[src/rtl/vc_sync_fifo.sv]
// Multi-channel synchronous FIFO: NUM_VC private circular queues sharing one storage block,
// with per-channel flags, registered credit return, optional empty-channel bypass and sticky error traps.
module vc_sync_fifo #(
    parameter int WIDTH        = 32,
    parameter int DEPTH        = 4,
    parameter int NUM_VC       = 4,
    parameter int AFULL_THRESH = DEPTH - 1,
    parameter bit BYP_ENABLE   = 1'b0,
    localparam int VC_W  = $clog2(NUM_VC),
    localparam int PTR_W = $clog2(DEPTH),
    localparam int CNT_W = $clog2(DEPTH + 1)
) (
    input  logic                      clk,
    input  logic                      rst_n,
    input  logic                      push,
    input  logic [VC_W-1:0]           push_vc,
    input  logic [WIDTH-1:0]          data_in,
    input  logic                      pop,
    input  logic [VC_W-1:0]           pop_vc,
    input  logic                      err_clr,
    output logic [NUM_VC*WIDTH-1:0]   data_out,
    output logic [NUM_VC-1:0]         empty,
    output logic [NUM_VC-1:0]         full,
    output logic [NUM_VC-1:0]         almost_full,
    output logic [NUM_VC*CNT_W-1:0]   count,
    output logic                      credit_valid,
    output logic [VC_W-1:0]           credit_vc,
    output logic                      err_overflow,
    output logic                      err_underflow
);

    localparam logic [VC_W:0]    VC_LIMIT  = (VC_W + 1)'(NUM_VC);
    localparam logic [PTR_W-1:0] PTR_LAST  = PTR_W'(DEPTH - 1);
    localparam logic [CNT_W-1:0] CNT_FULL  = CNT_W'(DEPTH);
    localparam logic [CNT_W-1:0] CNT_AFULL = CNT_W'(AFULL_THRESH);

    logic [WIDTH-1:0] mem    [NUM_VC][DEPTH];
    logic [PTR_W-1:0] rd_ptr [NUM_VC];
    logic [PTR_W-1:0] wr_ptr [NUM_VC];
    logic [CNT_W-1:0] cnt_q  [NUM_VC];

    logic              push_vc_ok;
    logic              pop_vc_ok;
    logic              push_tgt_full;
    logic              pop_tgt_empty;
    logic              same_vc;
    logic              byp;
    logic              push_ok;
    logic              pop_ok;
    logic              push_wr;
    logic              pop_rd;
    logic [NUM_VC-1:0] vc_inc;
    logic [NUM_VC-1:0] vc_dec;

    always_comb begin
        empty       = '0;
        full        = '0;
        almost_full = '0;
        count       = '0;
        for (int v = 0; v < NUM_VC; v++) begin
            empty[v]                   = (cnt_q[v] == '0);
            full[v]                    = (cnt_q[v] == CNT_FULL);
            almost_full[v]             = (cnt_q[v] >= CNT_AFULL);
            count[v*CNT_W +: CNT_W]    = cnt_q[v];
        end
    end

    // Out-of-range channel ids are treated as full/empty so the request is trapped, never applied.
    always_comb begin
        push_vc_ok    = ({1'b0, push_vc} < VC_LIMIT);
        pop_vc_ok     = ({1'b0, pop_vc} < VC_LIMIT);
        push_tgt_full = push_vc_ok ? full[push_vc] : 1'b1;
        pop_tgt_empty = pop_vc_ok ? empty[pop_vc] : 1'b1;
        same_vc       = (push_vc == pop_vc);
        byp           = BYP_ENABLE && push && pop && same_vc && pop_vc_ok && pop_tgt_empty;
        push_ok       = push && push_vc_ok && (!push_tgt_full || (pop && same_vc));
        pop_ok        = pop && pop_vc_ok && (!pop_tgt_empty || byp);
        push_wr       = push_ok && !byp;
        pop_rd        = pop_ok && !byp;
        vc_inc        = '0;
        vc_dec        = '0;
        for (int v = 0; v < NUM_VC; v++) begin
            vc_inc[v] = push_wr && (push_vc == VC_W'(v));
            vc_dec[v] = pop_rd && (pop_vc == VC_W'(v));
        end
    end

    always_comb begin
        data_out = '0;
        for (int v = 0; v < NUM_VC; v++) begin
            data_out[v*WIDTH +: WIDTH] =
                (BYP_ENABLE && empty[v] && push && (push_vc == VC_W'(v))) ? data_in
                                                                          : mem[v][rd_ptr[v]];
        end
    end

    always_ff @(posedge clk) begin
        for (int v = 0; v < NUM_VC; v++) begin
            if (vc_inc[v]) begin
                mem[v][wr_ptr[v]] <= data_in;
            end
        end
    end

    always_ff @(posedge clk or negedge rst_n) begin
        if (!rst_n) begin
            for (int v = 0; v < NUM_VC; v++) begin
                rd_ptr[v] <= '0;
                wr_ptr[v] <= '0;
                cnt_q[v]  <= '0;
            end
        end else begin
            for (int v = 0; v < NUM_VC; v++) begin
                if (vc_inc[v]) begin
                    wr_ptr[v] <= (wr_ptr[v] == PTR_LAST) ? '0 : wr_ptr[v] + PTR_W'(1);
                end
                if (vc_dec[v]) begin
                    rd_ptr[v] <= (rd_ptr[v] == PTR_LAST) ? '0 : rd_ptr[v] + PTR_W'(1);
                end
                if (vc_inc[v] && !vc_dec[v]) begin
                    cnt_q[v] <= cnt_q[v] + CNT_W'(1);
                end else if (vc_dec[v] && !vc_inc[v]) begin
                    cnt_q[v] <= cnt_q[v] - CNT_W'(1);
                end
            end
        end
    end

    // A new error in the same cycle as err_clr wins, so no trap is ever silently lost.
    always_ff @(posedge clk or negedge rst_n) begin
        if (!rst_n) begin
            credit_valid  <= 1'b0;
            credit_vc     <= '0;
            err_overflow  <= 1'b0;
            err_underflow <= 1'b0;
        end else begin
            credit_valid <= pop_ok;
            if (pop_ok) begin
                credit_vc <= pop_vc;
            end
            if (push && !push_ok) begin
                err_overflow <= 1'b1;
            end else if (err_clr) begin
                err_overflow <= 1'b0;
            end
            if (pop && !pop_ok) begin
                err_underflow <= 1'b1;
            end else if (err_clr) begin
                err_underflow <= 1'b0;
            end
        end
    end

endmodule
[config.mk]
export PLATFORM = sky130hd
export DESIGN_NAME = vc_sync_fifo
export DESIGN_NICKNAME = d
export VERILOG_FILES = /design/src/rtl/vc_sync_fifo.sv
export SDC_FILE = /design/constraint.sdc
export NUM_CORES = 1
export LEC_CHECK = 0
export ABC_CLOCK_PERIOD_IN_PS = 2000
export BUFFER_PORTS_ARGS = -buffer_cell sky130_fd_sc_hd__buf_2
export CAP_MARGIN = 10
export CORE_MARGIN = 4
export CORE_UTILIZATION = 53
export DETAILED_ROUTE_END_ITERATION = 10
export GPL_ROUTABILITY_DRIVEN = 1
export GPL_TIMING_DRIVEN = 0
export PLACE_DENSITY_LB_ADDON = 0.05
export SLEW_MARGIN = 20
export SYNTH_ARGS = -nofsm -noshare
export SYNTH_HDL_FRONTEND = slang
export SYNTH_SLANG_ARGS = --single-unit
export TNS_END_PERCENT = 30
[constraint.sdc]
create_clock -name clk -period 2 [get_ports clk]
set_input_delay 0.1 -clock clk [delete_from_list [all_inputs] [get_ports clk]]
set_output_delay 0.1 -clock clk [all_outputs]
set_load 0.03 [all_outputs]
==> results of run 1 <==
## cells by family (layout without fill, tap and decap cells)
kind of cell / Yosys count / after routing / synth area share (%)
XOR/XNOR: 14 / 14 / 0.6698
flip-flops: 545 / 545 / 78.85
AO/OA/AOI/OAI: 17 / 17 / 0.7490
buffers and inverters: 54 / 445 / 1.084
adder cells (fa/ha/maj): 28 / 28 / 1.851
multiplexers: 151 / 151 / 15.38
AND/OR/NAND/NOR: 50 / 53 / 1.425
## metal layers
layer	global-route usage (%)	vias to the layer above	wire length, um
li1	-	4296	-
met1	31.92	5325	19410
met2	37.00	279	23270
met3	4.575	43	2733
met4	4.354	0	687
met5	0	-	0
## layout make-up
| cell class | count | area (um^2) | area share [%] |
|---|---|---|---|
| well taps | 511 | 639.4 | 2.425 |
| multi-input cells | 263 | 4343 | 16.47 |
| flip-flops and latches | 545 | 16220 | 61.52 |
| clock inverters | 31 | 206.4 | 0.7829 |
| plain buffers | 29 | 439.2 | 1.665 |
| inverters | 19 | 73.82 | 0.2800 |
| clock buffers | 68 | 1434 | 5.438 |
| repair buffers | 298 | 3012 | 11.42 |
## cells in the mapped netlist, types with 4 or more instances
library cell	count
inv_1	19
buf_2	13
mux4_2	128
nor3b_1	4
mux2i_1	4
xnor2_1	4
dfrtp_1	33
xor2_1	8
fa_1	4
ha_1	24
nor3_1	5
and2_2	4
nor2_1	10
nand2_1	5
edfxtp_1	512
mux2_2	16
clkbuf_1	21
a21o_1	7
and2_1	12
## metrics by stage
stage               instance area, um^2  hold slack, ns  power [mW]
finish                            26370         0.07383       40.44
global route                      26370         0.09246       42.04
CTS                               26270         0.02647       40.75
detailed placement                22320          0.2536       26.54
global placement                  22320          0.2395       26.43
floorplan                         20700         -0.1956       22.80
## state kept, by name, indices dropped and copies added, names as in the netlist
signal / flops
wr_ptr: 8
rd_ptr: 8
credit_valid: 1
count: 12
credit_vc: 2
err_overflow: 1
mem: 512
err_underflow: 1
## worst paths after layout
path | depth (start not counted) | endpoint | start
max in group asynchronous | 2 | rd_ptr[3]$_DFFE_PN0P_ | rst_n
max reg2reg | 3 | mem[2][3]$_DFFE_PP_ | count[8]$_DFFE_PN0P_
min reg2reg | 1 | credit_vc[1]$_DFFE_PN0P_ | credit_vc[1]$_DFFE_PN0P_
min | 4 | err_overflow$_DFFE_PN0P_ | pop_vc[0]
min in group asynchronous | 2 | credit_vc[0]$_DFFE_PN0P_ | rst_n
max | 3 | mem[2][3]$_DFFE_PP_ | count[8]$_DFFE_PN0P_
## worst register-to-register path, cell delays in order, from the launching register on
cell and delay, ns:
dfrtp_2 0.45, nor3b_4 0.19, a21oi_4 0.24, and2_2 0.92
## what timing repair did
item	in CTS	in global routing
gates cloned	16	0
setup buffers	32	25
pin swaps	12	13
hold buffers	38	0
endpoints found under the setup margin	648	473
endpoints found under the hold margin	550	0
resized for setup	392	15
## report_power, final
group / internal [mW] / leakage (nW) / switching, mW
logic: 8.13 / 3.39 / 8.75
registers: 13.5 / 5.00 / 0.654
clock network: 5.31 / 0.802 / 4.14
total: 26.9 / 9.20 / 13.5
==> impl_metrics.yaml, run 1 <==
global_routing:
  grt_max_degree: 34
  grt_pass1_wl_um: 68110
  grt-ovfl-total: 0
  grt.total_usage_pct: 22.39
  grt_pass1_vias: 10350
  antenna_found_initial: 0
sta:
  rsz0062_at_grt: "yes"
  finalHoldViolations: 0
  setup_ws_ns: -0.2086
  finalSetupTns_ns: -37.65
  slew_viol_final: 0
  setup_violations: 368
  fmax_ghz: 0.4528
  slew_headroom_pct: 26.33
  fin_crit_ns: 2.209
  finalCritPeriodShare_pct: 110.4
  finClkSkew_ns: 0.02194
  worst_pin_slew_ns: 1.105
logic_synthesis:
  ys_seq_elements: 545
  synth-edff-count: 512
  synth-main-ff-cell: "edfxtp_1"
  synth_cells: 859
  async_flop_share_pct: 6.055
  synth_top_area_share_pct: 74.83
  synth_nets: 928
  yosysTopAreaCell: "edfxtp_1"
  yosysSeqAreaShare_pct: 78.85
  ys_top_cells_by_area: "edfxtp_1 (75%), mux4_2 (14%), dfrtp_1 (4.0%)"
  synth.avg_cell_area_um2: 23.92
  yosysUniqueCellTypes: 38
  syn-cell-area_um2: 20550
  synth_warnings: 0
floorplan:
  num_rows: 71
  fp.dieArea_um2: 41980
  die_w_um: 204.9
  die_h_um: 204.9
  core_area_um2: 37930
  initial_core_util_pct: 54.17
  ios: 198
worst_setup_path:
  r2r_slack_ns: -0.21
  worstPathRequired_ns: 2.19
  max_stage_delay_ns: 0.92
  cpLargestDelayFamily: "simple AND/OR/NAND/NOR gates"
  path_max_fanout: 32
  path_class: "reg -> reg"
  critPathArrivalTime_ns: 2.40
  start_kind: "flip-flop"
  worstPathBufferInverterCount: 0
  cp_slowest_cell: "and2_2"
  worstPathCellList: "nor3b_4, a21oi_4, and2_2"
  end_kind: "flip-flop"
clock_tree:
  clk_pin_slew_ns: 0.06
  h-tree-depth: 2
  clk_latency_ns: 0.60
  cts_buffers: 53
  cts-root-buf: "clkbuf_16"
  cts_tree: "built"
  cts_max_path_buffers: 3
  cts_sinks: 545
drt:
  vias_per_cell: 5.637
  via_count: 9943
  post_drt_wl_per_cell_um: 26.13
  ant_nets: 0
  routed_wl_um: 46100
  firstDrtPassIters: 5
  drc: 0
  drtIter0Drc: 790
placed_design:
  dp_cells: 1565
  place_ws_ns: -0.6315
  hpwl_um: 25160
  port-buffer-count: 195
  gp_congestion: 0.7337
finish:
  final_common_cell: "edfxtp_1"
  drive_gt1_share_pct: 45.89
  final_cell_count_no_fill: 1764
  layout.nets: 1278
  layout_common_cells: "edfxtp_1 (512), buf_6 (137), mux4_2 (128)"
  antenna_cells: 0
  final_util_pct: 69.52
  fillCellCount: 2397
  areaGrowthSynthToFinish_pct: 28.33
run_status:
  status: "finished with violations"
  violations: "setup timing"
flow_run:
  cap_violations: 0
hold_path:
  hold_path.class: "in -> reg"
pwr:
  pwr_density_cell_nw_per_um2: 1534
  ir_drop_mv: 1.167
  p_leak_nw: 9.196
Note: power is estimated with default switching activity, not from simulation.
==> run 2, diff against run 1 <==
- GPL_ROUTABILITY_DRIVEN: 1 -> unset
- REMOVE_ABC_BUFFERS: unset -> 1
==> run 2 against run 1 <==
Effect of this change: the flow still finishes with violations (setup timing); sequential power is essentially flat; via count up 2.6%; clock power increased by 14%; first-iteration DRC count grew 17%; wire length grew 8.3%; final cell count hardly changed; non-clock buffer count down 3; count of clock-buffer cells in the layout is 2 lower; global-route usage is 1.3 points higher.
==> impl_metrics.yaml, run 2 (synthesized netlist as in run 1, its figures left out) <==
run_status:
  status: "finished with violations"
  violations: "setup timing"
finish:
  fillCellCount: 2344
  largest_register_ff_count: 512
  drive_gt1_share_pct: 46.17
  layout.nets: 1278
  final_common_cell: "edfxtp_1"
  final_util_pct: 70.13
  antenna_cells: 0
  areaGrowthSynthToFinish_pct: 29.46
  final_cell_count_no_fill: 1765
  layout_common_cells: "edfxtp_1 (512), buf_6 (129), mux4_2 (128)"
  stdcell_area_um2: 26600
worst_setup_path:
  path_class: "reg -> out"
  start_kind: "flip-flop"
  end_kind: "primary output"
  rr_worst_depth: 9
  path_max_fanout: 6
  worstPathRequired_ns: 1.90
  critPathArrivalTime_ns: 2.06
global_routing:
  met1_usage_pct: 35.50
  grt_busiest_layer: "met2"
  grt_pass1_wl_um: 71010
  grt_max_degree: 34
  use_met2_pct: 37.77
  grt_pass1_vias: 10310
  antenna_found_initial: 0
  grt.total_usage_pct: 23.70
  met3_usage_pct: 4.575
  grt-ovfl-total: 0
drt:
  drc: 0
  vias_per_cell: 5.778
  post_drt_wl_per_cell_um: 28.28
  ant_nets: 0
  drtIter0Drc: 926
  via_count: 10200
  routed_wl_um: 49920
  firstDrtPassIters: 5
sta:
  setup_violations: 225
  worst_pin_slew_ns: 0.8162
  setup_ws_ns: -0.1596
  fin_crit_ns: 2.160
  fmax_ghz: 0.4631
  slew_viol_final: 0
  finalHoldViolations: 0
  finClkSkew_ns: 0.01367
  finalSetupTns_ns: -13.64
  finalCritPeriodShare_pct: 108.0
  rsz0062_at_grt: "yes"
  slew_headroom_pct: 45.59
pwr:
  p_leak_nw: 9.299
  internal_power_mw: 27.86
  pwr_density_cell_nw_per_um2: 1568
  clockPowerShare_pct: 25.8
  p_seq_share_pct: 34.1
  ir_drop_mv: 1.282
  combPwrFrac_pct: 40.1
  net-switching-power_mw: 13.85
  swShare_pct: 33.20
  total_power_mw: 41.71
clock_tree:
  cts_sinks: 545
  cts_tree: "built"
  cts-root-buf: "clkbuf_16"
  cts_max_path_buffers: 3
  clk_latency_ns: 0.58
  cts_buffers: 55
  clk_pin_slew_ns: 0.06
  h-tree-depth: 2
floorplan:
  ios: 198
  die_h_um: 204.9
  fp.dieArea_um2: 41980
  initial_core_util_pct: 54.17
  num_rows: 71
  die_w_um: 204.9
  core_area_um2: 37930
placed_design:
  place_area_um2: 22240
  dp_cells: 1539
  hpwl_um: 24370
  gp_congestion: 0.7497
  port-buffer-count: 197
flow_run:
  cap_violations: 0
hold_path:
  hold_depth: 4
  hold_path.class: "in -> reg"
-- run 2: changes by cell type in the layout (fill, tap and decap cells not counted), sizes merged --
cell / before / now
and2: 19 / 20
buf: 273 / 282
bufinv: 2 / 11
clkbuf: 84 / 70
clkinv: 27 / 24
clkinvlp: 2 / 1
dlygate4sd3: 37 / 38
dlymetal6s4s: 1 / 0
-- run 2: worst paths after layout --
| check | from | to | slack, ns |
|---|---|---|---|
| max | rd_ptr[2]$_DFFE_PN0P_ | data_out[94] | -0.16 |
| min in group asynchronous | rst_n | wr_ptr[5]$_DFFE_PN0P_ | 0.15 |
| min reg2reg | err_overflow$_DFFE_PN0P_ | err_overflow$_DFFE_PN0P_ | 0.52 |
| max in group asynchronous | rst_n | rd_ptr[0]$_DFFE_PN0P_ | 1.22 |
| min | pop_vc[0] | credit_valid$_DFF_PN0_ | 0.03 |
| max reg2reg | count[4]$_DFFE_PN0P_ | count[5]$_DFFE_PN0P_ | -0.11 |
-- run 2: power groups by stage --
stage / logic (mW) / registers, mW / clock network (mW)
2_1_floorplan: 7.15 / 15.3 / 0
6_report: 16.7 / 14.2 / 10.8
3_5_place_dp: 11.6 / 15.0 / 0
3_3_place_gp: 10.2 / 15.9 / 0
5_1_grt: 17.5 / 14.3 / 11.4
4_1_cts: 16.2 / 14.3 / 10.9
-- run 2: layout make-up --
class	count	area (um^2)	area share (%)
Sequential cell	545	16240	61.06
Timing Repair Buffer	324	3405	12.80
Multi-Input combinational cell	264	4340	16.32
Clock inverter	36	442.9	1.665
Clock buffer	66	1460	5.489
Inverter	19	71.32	0.2681
Tap cell	511	639.4	2.404
-- run 2: timing repair --
action / CTS / global route
endpoints found under the setup margin: 650 / 372
pin swaps: 26 / 16
hold endpoints to repair: 549 / 0
setup buffers: 53 / 20
cloned: 13 / 4
resized for setup: 305 / 35
hold buffers: 38 / 0
-- run 2: layer usage --
layer	part of all wire, %	routed length (um)	up-vias
li1	-	-	4312
met1	42	21170	5455
met2	49	24440	374
met3	7.1	3523	57
met4	1.6	790	0
met5	0	0	-
-- run 2: worst max-delay path: stages, from the launching register on --
cell,delay (ns)
dfrtp_4,0.50
buf_12,0.15
buf_16,0.15
mux4_2,0.53
buf_6,0.16
-- run 2: per-stage QoR --
stage / setup slack, ns / hold WS [ns]
final: -0.1596 / 0.03364
after global routing: -0.2140 / 0.07833
after CTS: -0.1709 / 0.0003762
after detailed placement: -0.7930 / 0.2310
after global placement: -1.511 / 0.2403
after floorplan: -0.9439 / -0.1956
